## src/rtl/fetch_unit.sv

```systemverilog
// Instruction fetch: owns fetch PC, issues 1-cycle memory reads, queues {instr,pc} for decode; optional predecode via FETCH_PREDECODE_EN.
// Latency: issue in cycle 0, head valid in cycle 2; one instruction per cycle sustained.
// Backpressure: out_ready low fills the queue and stops issue via count+inflight credit; redirect flushes.
module fetch_unit #(
    parameter int PC_WIDTH    = 9,
    parameter int INSTR_WIDTH = 32,
    parameter int FIFO_DEPTH  = 2,
    parameter int PC_STEP     = 4,
    parameter int RESET_PC    = 0
) (
    input  logic                   clk,
    input  logic                   reset,
    output logic                   mem_req,
    output logic [PC_WIDTH-1:0]    mem_addr,
    input  logic [INSTR_WIDTH-1:0] mem_rdata,
    input  logic                   redirect_valid,
    input  logic [PC_WIDTH-1:0]    redirect_pc,
    output logic                   out_valid,
    input  logic                   out_ready,
    output logic [INSTR_WIDTH-1:0] out_instr,
    output logic [PC_WIDTH-1:0]    out_pc,
    output logic [PC_WIDTH-1:0]    out_next_pc,
    output logic                   out_is_ctrl
);

    localparam int PTR_W = $clog2(FIFO_DEPTH);
    localparam int CNT_W = PTR_W + 1;
    localparam logic [PC_WIDTH-1:0] STEP_C   = PC_WIDTH'(PC_STEP);
    localparam logic [PC_WIDTH-1:0] RST_PC_C = PC_WIDTH'(RESET_PC);
    localparam logic [CNT_W:0]      DEPTH_C  = (CNT_W + 1)'(FIFO_DEPTH);

    logic [PC_WIDTH-1:0]    fetch_pc_q, fetch_pc_d;
    logic                   inflight_q;
    logic [PC_WIDTH-1:0]    inflight_pc_q;
    logic [PTR_W-1:0]       rd_ptr_q, rd_ptr_d;
    logic [PTR_W-1:0]       wr_ptr_q, wr_ptr_d;
    logic [CNT_W-1:0]       count_q, count_d;
    logic [INSTR_WIDTH-1:0] instr_q [FIFO_DEPTH];
    logic [PC_WIDTH-1:0]    pc_q    [FIFO_DEPTH];

    logic          pop;
    logic          push;
    logic [CNT_W:0] occ;

    assign out_valid   = !reset && (count_q != '0);
    assign pop         = out_valid && out_ready;
    assign push        = inflight_q && !redirect_valid && !reset;
    assign occ         = {1'b0, count_q} + {{CNT_W{1'b0}}, inflight_q};
    // A pop this cycle frees the slot the new request will land in next cycle.
    assign mem_req     = !reset && !redirect_valid &&
                         ((occ < DEPTH_C) || ((occ == DEPTH_C) && pop));
    assign mem_addr    = fetch_pc_q;
    assign out_instr   = instr_q[rd_ptr_q];
    assign out_pc      = pc_q[rd_ptr_q];
    assign out_next_pc = out_pc + STEP_C;

    always_comb begin
        fetch_pc_d = fetch_pc_q;
        rd_ptr_d   = rd_ptr_q;
        wr_ptr_d   = wr_ptr_q;
        count_d    = count_q;
        if (redirect_valid) begin
            fetch_pc_d = redirect_pc;
            rd_ptr_d   = '0;
            wr_ptr_d   = '0;
            count_d    = '0;
        end else begin
            if (mem_req) fetch_pc_d = fetch_pc_q + STEP_C;
            if (push)    wr_ptr_d   = wr_ptr_q + 1'b1;
            if (pop)     rd_ptr_d   = rd_ptr_q + 1'b1;
            count_d = count_q + {{(CNT_W-1){1'b0}}, push} - {{(CNT_W-1){1'b0}}, pop};
        end
    end

    always_ff @(posedge clk) begin
        if (reset) begin
            fetch_pc_q    <= RST_PC_C;
            inflight_q    <= 1'b0;
            inflight_pc_q <= '0;
            rd_ptr_q      <= '0;
            wr_ptr_q      <= '0;
            count_q       <= '0;
        end else begin
            fetch_pc_q <= fetch_pc_d;
            inflight_q <= mem_req;
            if (mem_req) inflight_pc_q <= fetch_pc_q;
            rd_ptr_q   <= rd_ptr_d;
            wr_ptr_q   <= wr_ptr_d;
            count_q    <= count_d;
        end
    end

    always_ff @(posedge clk) begin
        if (push) begin
            instr_q[wr_ptr_q] <= mem_rdata;
            pc_q[wr_ptr_q]    <= inflight_pc_q;
        end
    end

`ifdef FETCH_PREDECODE_EN
    logic ctrl_q [FIFO_DEPTH];

    function automatic logic is_ctrl(input logic [INSTR_WIDTH-1:0] instr);
        logic [5:0] op;
        op = instr[31:26];
        return (op == 6'b000100) || (op == 6'b000101) || (op == 6'b000010) ||
               (op == 6'b000011) || ((op == 6'b000000) && (instr[5:0] == 6'b001000));
    endfunction

    always_ff @(posedge clk) begin
        if (push) ctrl_q[wr_ptr_q] <= is_ctrl(mem_rdata);
    end

    assign out_is_ctrl = out_valid && ctrl_q[rd_ptr_q];
`else
    assign out_is_ctrl = 1'b0;
`endif

endmodule

```

## config.mk

```make
export PLATFORM = sky130hd
export DESIGN_NAME = fetch_unit
export DESIGN_NICKNAME = d
export VERILOG_FILES = /design/src/rtl/fetch_unit.sv
export SDC_FILE = /design/constraint.sdc
export NUM_CORES = 1
export LEC_CHECK = 0
export CAP_MARGIN = 20
export CORE_MARGIN = 2
export CORE_UTILIZATION = 49
export DETAILED_ROUTE_END_ITERATION = 7
export PLACE_DENSITY_LB_ADDON = 0.2
export SLEW_MARGIN = 10
export SYNTH_ARGS = -nofsm -noshare
export SYNTH_HDL_FRONTEND = slang
export SYNTH_SLANG_ARGS = --single-unit
```

## constraint.sdc

```tcl
create_clock -name clk -period 3.9 [get_ports clk]
set_input_delay 0.39 -clock clk [delete_from_list [all_inputs] [get_ports clk]]
set_output_delay 0.39 -clock clk [all_outputs]
set_load 0.01 [all_outputs]
```

# [Word level (Yosys, flattened, before mapping)]
# Memory sizes are Yosys's and may differ from the RTL's. A register that Yosys moved wholly into a read port is not among the register bits.
# Cells that the tools add are included.
[classes] addsub=7 n_mul=0 div=0 magnitude_cmp=1 eq_ne=1 shifts=0 muxes=8 bitwise_logic=0 reduce_logical=13
[op_table] cell="$add 9x3->9 const B" count=2
[op_table] cell="$mux 9" count=2
[op_table] cell="$logic_and 1x1->1" count=7
[op_table] cell="$mux 1" count=6
[op_table] cell="$reduce_bool 2->1" count=2
[op_table] cell="$add 2x1->3" count=1
[op_table] cell="$eq 3x2->1 const B" count=1
[op_table] cell="$lt 3x2->1 const B" count=1
[op_table] cell="$add 1x1->1 const B" count=2
[op_table] cell="$add 2x1->2" count=1
[op_table] cell="$logic_not 1->1" count=2
[op_table] cell="$reduce_or 2->1" count=1
[op_table] cell="$sub 2x1->2" count=1
[op_table] cell="$logic_or 1x1->1" count=1
[word_totals] reg_bits=23 latchBits=0 ram_bits=82 romBits=0 n_memories=2
[mem_list] name="instr_q" depth=2 word_bits=32 rd=1 rd_ports_with_merged_regs=1 wr=1 line_no="38" rtl="logic [INSTR_WIDTH-1:0] instr_q [FIFO_DEPTH];"
[mem_list] name="pc_q" depth=2 word_bits=9 rd=1 rd_ports_with_merged_regs=1 wr=1 line_no="39" rtl="logic [PC_WIDTH-1:0] pc_q [FIFO_DEPTH];"

# [Longest topological paths before layout]
# Gate-level depths: netlist of run 1.
[depth] ltp_word=8 depth_mapped=10

# [Worst setup path after synthesis of run 1]
# OpenSTA, ideal clock, no wires.
[synth_timing] path_type="input-to-reg" from="input redirect_valid" to="memory instr_q[0][0] (enable)" setup_ns=0.439 arrival_time_ns=2.679 t_required_ns=3.461 setup_slack_ns=0.782 stages=5 cell_sequence="buf_2 nor2_1 buf_2 nand2_1 nor2_1"
[synth_via] elab_chain_len=5
[synth_lines] item="from (decl)" line_no="16" rtl="input logic redirect_valid,"
[synth_lines] item="$logic_not 1->1" line_no="47" rtl="assign push = inflight_q && !redirect_valid && !reset;"
[synth_lines] item="$logic_and 1x1->1 (2 in a row)" line_no="47"
[synth_lines] item="$mux 1" line_no="94" rtl="if (push) begin"
[synth_lines] item="$mux 1 (not written as such)" line_no="95" rtl="instr_q[wr_ptr_q] <= mem_rdata;"
[synth_lines] item="to (decl)" line_no="38"
# No other way between the ends.

==> results of run 1 <==
## routing by layer
metal	vias up	share of wire
met5	-	0
met1	1175	0.46
met3	11	0.061
met2	83	0.46
met4	0	0.018
li1	1238	-
## power breakdown
| group | switching (uW) | internal, uW |
|---|---|---|
| Clock | 368 | 240 |
| Combinational | 62.2 | 94.1 |
| Sequential | 16.2 | 1240 |
| Total | 446 | 1570 |
## through the flow
stage / cells / hold WS (ns) / setup slack [ns] / total power, uW / instance area, um^2
floorplan: 276 / 0.4266 / 0.7817 / 1340 / 4319
global placement: 479 / 0.4347 / 1.101 / 1432 / 5493
detailed placement: 479 / 0.4462 / 1.023 / 1435 / 5493
CTS: 495 / 0.4696 / 0.6133 / 2036 / 5668
global route: 495 / 0.4771 / 0.4416 / 2098 / 5668
finish: 495 / 0.4622 / 0.6855 / 2016 / 5668
## sequential cells by signal (all words and copies together) (netlist names), named ones only
| signal | count |
|---|---|
| instr_q | 64 |
| pc_q | 18 |
| inflight_pc_q | 9 |
| mem_addr | 9 |
| count_q | 2 |
| inflight_q | 1 |
| rd_ptr_q | 1 |
| wr_ptr_q | 1 |
## layout make-up
type / count / area share
multi-input combinational: 142 / 0.2194
inverter: 11 / 0.007285
tap: 108 / 0.02384
timing repair buffer: 112 / 0.1991
clock inverter: 6 / 0.008389
clock buffer: 10 / 0.02252
sequential: 106 / 0.5194
## cells in the final DEF (no fill, tap or decap), drive strengths merged, types with 2 or more instances in the layout
cell,n
a2111oi,2
a21oi,2
a221o,2
and2,2
buf,7
clkbuf,10
clkdlybuf4s50,105
clkinv,3
dfxtp,24
edfxtp,82
ha,7
inv,14
mux2,37
mux2i,6
nand2,5
nand2b,9
nand3,13
nor2,8
nor3,11
nor3b,2
o21a,2
o21ai,9
o31a,2
xnor2,7
xor2,4
## final timing paths
path	slack, ns	cells after the start	endpoint
setup / recovery	0.69	7	out_next_pc[8]
hold / removal	0.46	0	pc_q[0][5]$_DFFE_PP_
setup reg to reg	1.92	7	mem_addr[8]$_SDFFE_PP0P_
hold reg to reg	0.46	0	pc_q[0][5]$_DFFE_PP_
## logic make-up after synthesis
logic type | share of synthesized area
fa+ha+maj | 0.02028
buf+inv | 0.03274
simple gates | 0.07590
mux | 0.1104
flops | 0.6813
compound gates | 0.05620
xor+xnor | 0.02231
other cells | 0.0008682
## critical path: cells and delay by family, from the launching register on
family / cells / cell delay (ns)
DFF: 1 / 0.77
buffers and inverters: 2 / 0.71
and+or+nand+nor: 2 / 0.37
adders and majority gates: 1 / 0.19
muxes: 1 / 0.25
xor gates and xnor gates: 1 / 0.15
==> metrics.txt, run 1 <==
Critical-path top delay cell=dfxtp_2; Fmax=0.3111 GHz; Area Overhead vs Synth=31.23%; initial antenna violation count=0; GPL Wtd Cong=~0.72; CTS tree=done; clk root buf=clkbuf_8; RSZ-0062 raised after global routing=no; cell area after synthesis=0.004319 mm^2; H-tree levels=3; multi-input logic area=between 0.001 and 0.0015 mm^2; I/O Pins=107; crit path capture type=primary output; largest net degree at the start of global routing=29; layout cells sized above 1=0.2093; router iterations before antenna repair=4; via count=2,507; Worst-Margin Slew=a little under 0.7 ns; top-count cell post-synth=edfxtp_1; GR peak layer=met2; first-pass GRT wire length=12,220 um; CTS Hold Bufs=0; cell taking the most area after synthesis=edfxtp_1; later-pin clock latency in the skew report=0.37 ns; quantity of gates resized following cts=0; PD cells=355.7 mW/mm^2; Yosys reg bits=106; crit path kind=register to primary output; Worst slew margin=0.5500; Pleak=0.001965 uW; final WL=about 7600 um; worst min path class=register to register; Seq/Total Area, Yosys=0.6813; Worst Skew=0.01028 ns; Post-synth top cells=edfxtp_1, mux2_2, dfxtp_1, nand3_1, inv_1; GR Util met1=0.2315; Chip Width=~98 um; crit path time final=between 3 and 4 ns; core area=0.008636 mm^2; Yosys cell types=42; Startpoint Class=register; CTS Sinks=106; Async S/R FF share, synth=0; Worst Hold Launch=inflight_pc_q[5]$_SDFFE_PP0P_; GR Overflow Total=0; routed vias/inst=approximately 5.1; status=finished, final reports clean; worst stage delay on the critical path=0.77 ns; DIE AREA=0.009581 mm^2; syn nets=around 330; 1st-iter DRT viols=64; Final Hold Viols=0; Post-synth top flop=edfxtp_1; Post-Syn Instances=276; YS warnings=0; Worst Path Required=~3.5 ns; GRT Util Overall=0.1640; worst path cell trace=mux2i_1 > inv_1 > ha_1 > nand3_1 > nor3b_2 > xor2_1 > clkdlybuf4s50_1; endpoints failing setup=0; FP Rows=34; Post-synth EDFFs=82; M2 GR Usage=0.2434; IO buf count=105; height of the die=97.89 um; nets=434; largest buffer count on any clock path=2; Ant. Diodes=0; number of global-route vias before repair=2,386; area fraction of the dominant cell type after synthesis=0.5701; Max Cap Violations=0; CTS Buf Count=9; setup TNS=0 ns; HPWL after detailed placement=5303 um; Starting Density=0.5001; Synth area leaders=edfxtp_1, dfxtp_1, mux2_2; Post-CTS Setup Inserts=0; CTS clk-pin slew, worst paths=0.09 ns; GR Layer Usage met3=0.04295; crit-path max FO=28; Routed WL per cell=15.43 um; VDD IR max=roughly 0.16 mV; Core Util, Final=0.6563; Slew Limit Fails=0; filler instances=646; DRT antenna net count=0; worst r2r src=inflight_q$_SDFF_PP0_; FF+latch area=0.002944 mm^2; drc violations=0; syn_area_per_cell=approximately 16 um^2; Crit path arrival time=2.82 ns; fin crit share=0.8242
No activity file was read; power rests on OpenSTA's default activity.
==> run 2: changes to the inputs <==
Settings changed: CORE_UTILIZATION 49 to 44.
Clock period 3.9 ns to 2.7 ns, I/O delays scaled along.
==> run 2 against run 1 <==
Core utilization shrank 5.9 points; via count grew 2.2%; register-to-register slack lost 1.1 ns; largest power group unchanged; highest routed layer unchanged.
==> metrics.txt, run 2 (synthesized netlist as in run 1, its figures left out) <==
status=finished, final reports clean; router iterations before antenna repair=4 (unchanged); Startpoint Class=register; CTS clk-pin slew, worst paths=0.09 ns (about the same); RSZ-0062 raised after global routing=no; Fmax=0.3988 GHz; multi-input logic area=0.001260 mm^2 (+1.3%); final WL=8166 um (+6.9%); CTS tree=done; first-pass GRT wire length=12,480 um (+2.1%); Finished Cell Area=0.005761 mm^2 (+1.6%); CTS Buf Count=9 (unchanged); initial antenna violation count=0 (unchanged); max reg flops=64 (unchanged); nets=439 (+1.2%); setup TNS=0 ns (unchanged); Crit path arrival time=2.24 ns (-0.58 ns); placed cell areas=0.005537 mm^2 (+0.80%); GRT Util Overall=0.1565 (-0.007432); commonest non-fill, non-tap cell in the layout=clkdlybuf4s50_1; Worst Path Required=2.43 ns (-1.08 ns); VDD IR max=0.2360 mV (+50%); via count=2,561 (+2.2%); DRT antenna net count=0 (unchanged); largest registers=instr_q x64, pc_q x18; number of global-route vias before repair=2,521 (+5.7%); crit path kind=register to primary output; height of the die=103.1 um (+5.3%); crit-path max FO=4 (-86%); filler instances=807 (+25%); Final Hold Viols=0 (unchanged); GPL Wtd Cong=0.8341 (+15%); largest buffer count on any clock path=2 (unchanged); layout cells sized above 1=0.2245 (+0.01519); I/O Pins=107 (unchanged); Area Overhead vs Synth=33.37%; Slew Limit Fails=0 (unchanged); GR Overflow Total=0 (unchanged); Starting Density=0.4481 (-0.05207); core area=0.009639 mm^2 (+12%); Max Cap Violations=0 (unchanged); routed vias/inst=4.878 (-3.7%); DIE AREA=0.01062 mm^2 (+11%); fin crit share=0.9288; Biggest register=instr_q; crit path capture type=primary output; Inst Count DP=509 (+6.3%); Chip Width=103.1 um (+5.3%); CTS Sinks=106 (unchanged); Worst Skew=0.006880 ns (-0.003403 ns); Ant. Diodes=0 (unchanged); drc violations=0 (unchanged); IO buf count=105 (unchanged); clk root buf=clkbuf_8; Post-CTS Setup Inserts=0 (unchanged); H-tree levels=3 (unchanged); worst min path class=register to register; later-pin clock latency in the skew report=0.36 ns (about the same); commonest cells after routing, fill and taps aside=clkdlybuf4s50_1, edfxtp_1, mux2_2, dfxtp_1, nand3_1; PD cells=518.5 mW/mm^2 (+46%); HPWL after detailed placement=5692 um (+7.3%); Final Non-Filler Cells=525 (+6.1%); endpoints failing setup=0 (unchanged); crit path time final=2.508 ns; FF+latch area=0.002947 mm^2 (about the same); R2R setup slack=0.82 ns (-1.10 ns); FP Rows=36 (+5.9%); Routed WL per cell=15.55 um (+0.82%); largest net degree at the start of global routing=31 (+6.9%); Pleak=0.002017 uW (+2.6%); 1st-iter DRT viols=93 (+45%)
[run 2: cell count changes in the layout (fill, tap and decap cells not counted), sizes merged]
cell,delta
buf,+5
clkbuf,+3
clkinv,-2
clkdlybuf4s50,-1
dlymetal6s2s,+1
inv,-1
[run 2: layer usage]
layer | global-route usage | up-vias | part of all wire
met2 | 0.2493 | 76 | 0.48
met1 | 0.2001 | 1230 | 0.44
met5 | 0 | - | 0
met4 | 0.07692 | 0 | 0.012
li1 | - | 1248 | -
met3 | 0.03932 | 7 | 0.062
[run 2: what timing repair did]
item	4_1_cts	5_1_grt
endpoints found under the setup margin	0	3
hold buffers	0	0
gates resized for setup	0	6
[run 2: through the flow]
stage | worst slack [ns] | utilization | hold slack, ns | power, uW
after global placement | 0.5241 | 0.5744 | 0.4384 | 2071
after CTS | 0.03722 | 0.5950 | 0.4663 | 3018
after global routing | 0.06319 | 0.5976 | 0.4683 | 3101
final | 0.1922 | 0.5976 | 0.4632 | 2987
after detailed placement | 0.4428 | 0.5744 | 0.4411 | 2075
after floorplan | 0.3800 | - | 0.3689 | 1936
[run 2: area by class of cell]
type                            instances  share of cell area
Clock buffer                           13             0.02954
Clock inverter                          3            0.004996
Inverter                               11            0.007168
Multi-Input combinational cell        142              0.2187
Sequential cell                       106              0.5115
Timing Repair Buffer                  117              0.1992
Tap cell                              133             0.02889
[run 2: power by group]
group / leakage, uW / total, uW / switching (uW) / internal [uW]
registers: 0.000959 / 1810 / 23.8 / 1780
clock network: 0.000101 / 951 / 520 / 430
logic: 0.000957 / 228 / 91.6 / 137
[run 2: path summary, 6_finish.rpt]
path	from	endpoint	cells after the start
worst max register to register	inflight_q$_SDFF_PP0_	mem_addr[2]$_SDFFE_PP0P_	7
worst min register to register	inflight_pc_q[3]$_SDFFE_PP0P_	pc_q[0][3]$_DFFE_PP_	0
worst min-delay path	inflight_pc_q[3]$_SDFFE_PP0P_	pc_q[0][3]$_DFFE_PP_	0
worst max-delay path	inflight_q$_SDFF_PP0_	mem_req	6
[run 2: worst max-delay path: stages (launching register included)]
cell and delay, ns:
dfxtp_1 0.36, ha_1 0.23, ha_1 0.18, nor2_1 0.21
a41oi_4 0.17, nor3_4 0.17, clkdlybuf4s50_1 0.57
==> run 3: changes to the inputs <==
Settings changed: ABC_AREA set to 1.
==> run 3 against run 2 <==
Sequential power about the same; cell count increased by 6.9%; count of clock-buffer cells in the layout shrank 4; sequential share of layout area is 0.16 points higher; die area is 0.61% lower; power grew 2.5%; synthesized cell count rose by 13%; core utilization down 0.23 points; area after synthesis down 0.64%; final area fell by 0.39%; sequential cell count is the same; non-clock buffer count shrank 5; largest power group unchanged.
==> metrics.txt, run 3 <==
crit-path max FO=15 (+11); RSZ-0062 raised after global routing=yes; number of global-route vias before repair=2,545 (+0.95%); crit path kind=register to primary output; IO buf count=105 (unchanged); Post-synth EDFFs=82 (unchanged); setup TNS=0 ns (unchanged); Ant. Diodes=0 (unchanged); Max Cap Violations=0 (unchanged); Async S/R FF share, synth=0 (unchanged); R2R setup slack=0.88 ns (+0.06 ns); largest net degree at the start of global routing=34 (+9.7%); Finished Cell Area=0.005738 mm^2 (-0.39%); fin crit share=0.9355 (+0.006744); cell taking the most area after synthesis=edfxtp_1; Post-CTS Setup Inserts=0 (unchanged); Pleak=0.002043 uW (+1.3%); worst slack, placed=0.4492 ns (+0.006397 ns); crit path time final=2.526 ns (+0.01821 ns); Area Overhead vs Synth=33.70%; drc violations=0 (unchanged); GPL Wtd Cong=0.8337 (about the same); Hold Path End=pc_q[1][0]$_DFFE_PP_; routed vias/inst=4.638 (-4.9%); Synth area leaders=edfxtp_1, dfxtp_1, mux2_2; first-pass GRT wire length=11,920 um (-4.4%); H-tree levels=3 (unchanged); commonest non-fill, non-tap cell in the layout=clkdlybuf4s50_1; layout cells sized above 1=0.1729 (-0.05159); RR Endpoint=mem_addr[8]$_SDFFE_PP0P_; Starting Density=0.4452 (-0.002856); Yosys reg bits=106 (unchanged); 1st-iter DRT viols=99 (+6.5%); initial antenna violation count=0 (unchanged); core area=0.009639 mm^2 (unchanged); later-pin clock latency in the skew report=0.36 ns (about the same); Hold Path Stages=0 (unchanged); final WL=7814 um (-4.3%); cell area after synthesis=0.004292 mm^2 (-0.64%); commonest cells after routing, fill and taps aside=clkdlybuf4s50_1, edfxtp_1, nand2_1, mux2_2, dfxtp_1; Fmax=0.3959 GHz (-0.72%); CTS tree=done; PD cells=533.5 mW/mm^2 (+2.9%); largest buffer count on any clock path=2 (unchanged); endpoints failing setup=0 (unchanged); HPWL after detailed placement=5538 um (-2.7%); top-count cell post-synth=edfxtp_1; largest registers=instr_q x64, pc_q x18; VDD IR max=0.2931 mV (+24%); CTS Buf Count=9 (unchanged); Final WS setup=0.1740 ns (-0.01821 ns); CTS Sinks=106 (unchanged); syn_area_per_cell=13.71 um^2 (-12%); Worst Path Required=2.43 ns (about the same); clk root buf=clkbuf_8; Yosys cell types=31 (-26%); Chip Width=102.8 um (-0.31%); Final Hold Viols=0 (unchanged); crit path capture type=primary output; router iterations before antenna repair=4 (unchanged); placed cell areas=0.005514 mm^2 (-0.41%); GR Overflow Total=0 (unchanged); Core Util, Final=0.5953 (-0.002337); syn nets=365 (+11%); height of the die=102.8 um (-0.31%); worst r2r src=count_q[0]$_SDFF_PN0_; max reg flops=64 (unchanged); I/O Pins=107 (unchanged); Post-Syn Instances=313 (+13%); Biggest register=instr_q; Worst Hold Launch=inflight_pc_q[0]$_SDFFE_PP0P_; nets=475 (+8.2%); Seq/Total Area, Yosys=0.6857 (+0.004370); Crit path arrival time=2.26 ns (+0.02 ns); Reg2Reg Depth=11 (+4); Routed WL per cell=13.93 um (-10%); Slew Limit Fails=0 (unchanged); via count=2,602 (+1.6%); Overall Power=3061 uW (+2.5%); Post-synth top cells=edfxtp_1, nand2_1, mux2_2, dfxtp_1; Worst Skew=0.01005 ns (+0.003175 ns); worst min path class=register to register; DIE AREA=0.01056 mm^2 (-0.61%); Post-synth top flop=edfxtp_1; GRT Util Overall=0.1486 (-0.007911); FP Rows=36 (unchanged); Startpoint Class=register; YS warnings=0 (unchanged); area fraction of the dominant cell type after synthesis=0.5738 (+0.003657); CTS clk-pin slew, worst paths=0.09 ns (about the same); DRT antenna net count=0 (unchanged); status=finished, final reports clean
run 3: cell count changes in the layout (fill, tap and decap cells not counted), moves of 9 or more:
cell,before,now
inv_1,11,22
mux2_1,0,10
mux2_2,37,26
nand2_1,5,40
nand2b_1,9,0
nand3_1,13,22
run 3: layout make-up:
class / instances / area [um^2]
flip-flops and latches: 106 / 2944
well taps: 133 / 166.4
fillers: 794 / 3901
repair buffers: 112 / 1135
multi-input cells: 170 / 1185
inverters: 24 / 90.09
clock inverters: 7 / 93.84
clock buffers: 9 / 123.9
run 3: worst max path at each step:
stage                                    to      from  slack [ns]
floorplan           instr_q[1][0]$_DFFE_PP_     reset        0.48
global placement             out_next_pc[8]  register        0.48
detailed placement           out_next_pc[8]  register        0.45
CTS                          out_next_pc[8]  register        0.05
global route                 out_next_pc[8]  register       -0.02
finish                       out_next_pc[8]  register        0.17
run 3: power by group:
part,total (uW),leakage (uW),switching (uW),internal [uW]
clock network,1030,0.000107,513,521
logic,228,0.000992,98.3,130
registers,1800,0.000944,19.3,1780
total,3060,0.00204,630,2430
run 3: repair_timing:
| item | CTS | global route |
|---|---|---|
| hold endpoints to repair | 0 | 0 |
| setup endpoints to repair | 0 | 3 |
| resized for setup | 0 | 2 |
| hold buffers | 0 | 0 |
run 3: worst max-delay path, cell delays in order (launching register included):
cell and delay (ns):
dfxtp_2 0.41, buf_4 0.25, nand2_1 0.09, o21ai_2 0.11, nand3_1 0.15, nor2_1 0.11
nand2_1 0.07, xnor2_1 0.13, clkdlybuf4s50_1 0.57
run 3: cell families (layout without fill, tap and decap cells):
kind of cell	after synthesis	after routing	share of synthesized area
flip-flops	106	106	0.6857
AND/OR/NAND/NOR	91	91	0.09883
buffers and inverters	37	152	0.04169
multiplexers	36	36	0.09446
AO/OA/AOI/OAI	25	25	0.03761
XOR/XNOR	10	10	0.02041
adder cells (fa/ha/maj)	7	7	0.02041
other	1	1	0.0008738
run 3: per-stage QoR:
step	std cells	hold slack [ns]
after global placement	545	0.4347
after floorplan	313	0.3689
final	561	0.4621
after global routing	561	0.4712
after CTS	561	0.4652
after detailed placement	545	0.4435
run 3: routing by layer:
metal / up-vias / part of all wire / track usage
met2: 78 / 0.48 / 0.2479
li1: 1309 / - / -
met3: 10 / 0.064 / 0.04203
met4: 0 / 0.020 / 0.06781
met1: 1205 / 0.44 / 0.1800
met5: - / 0 / 0
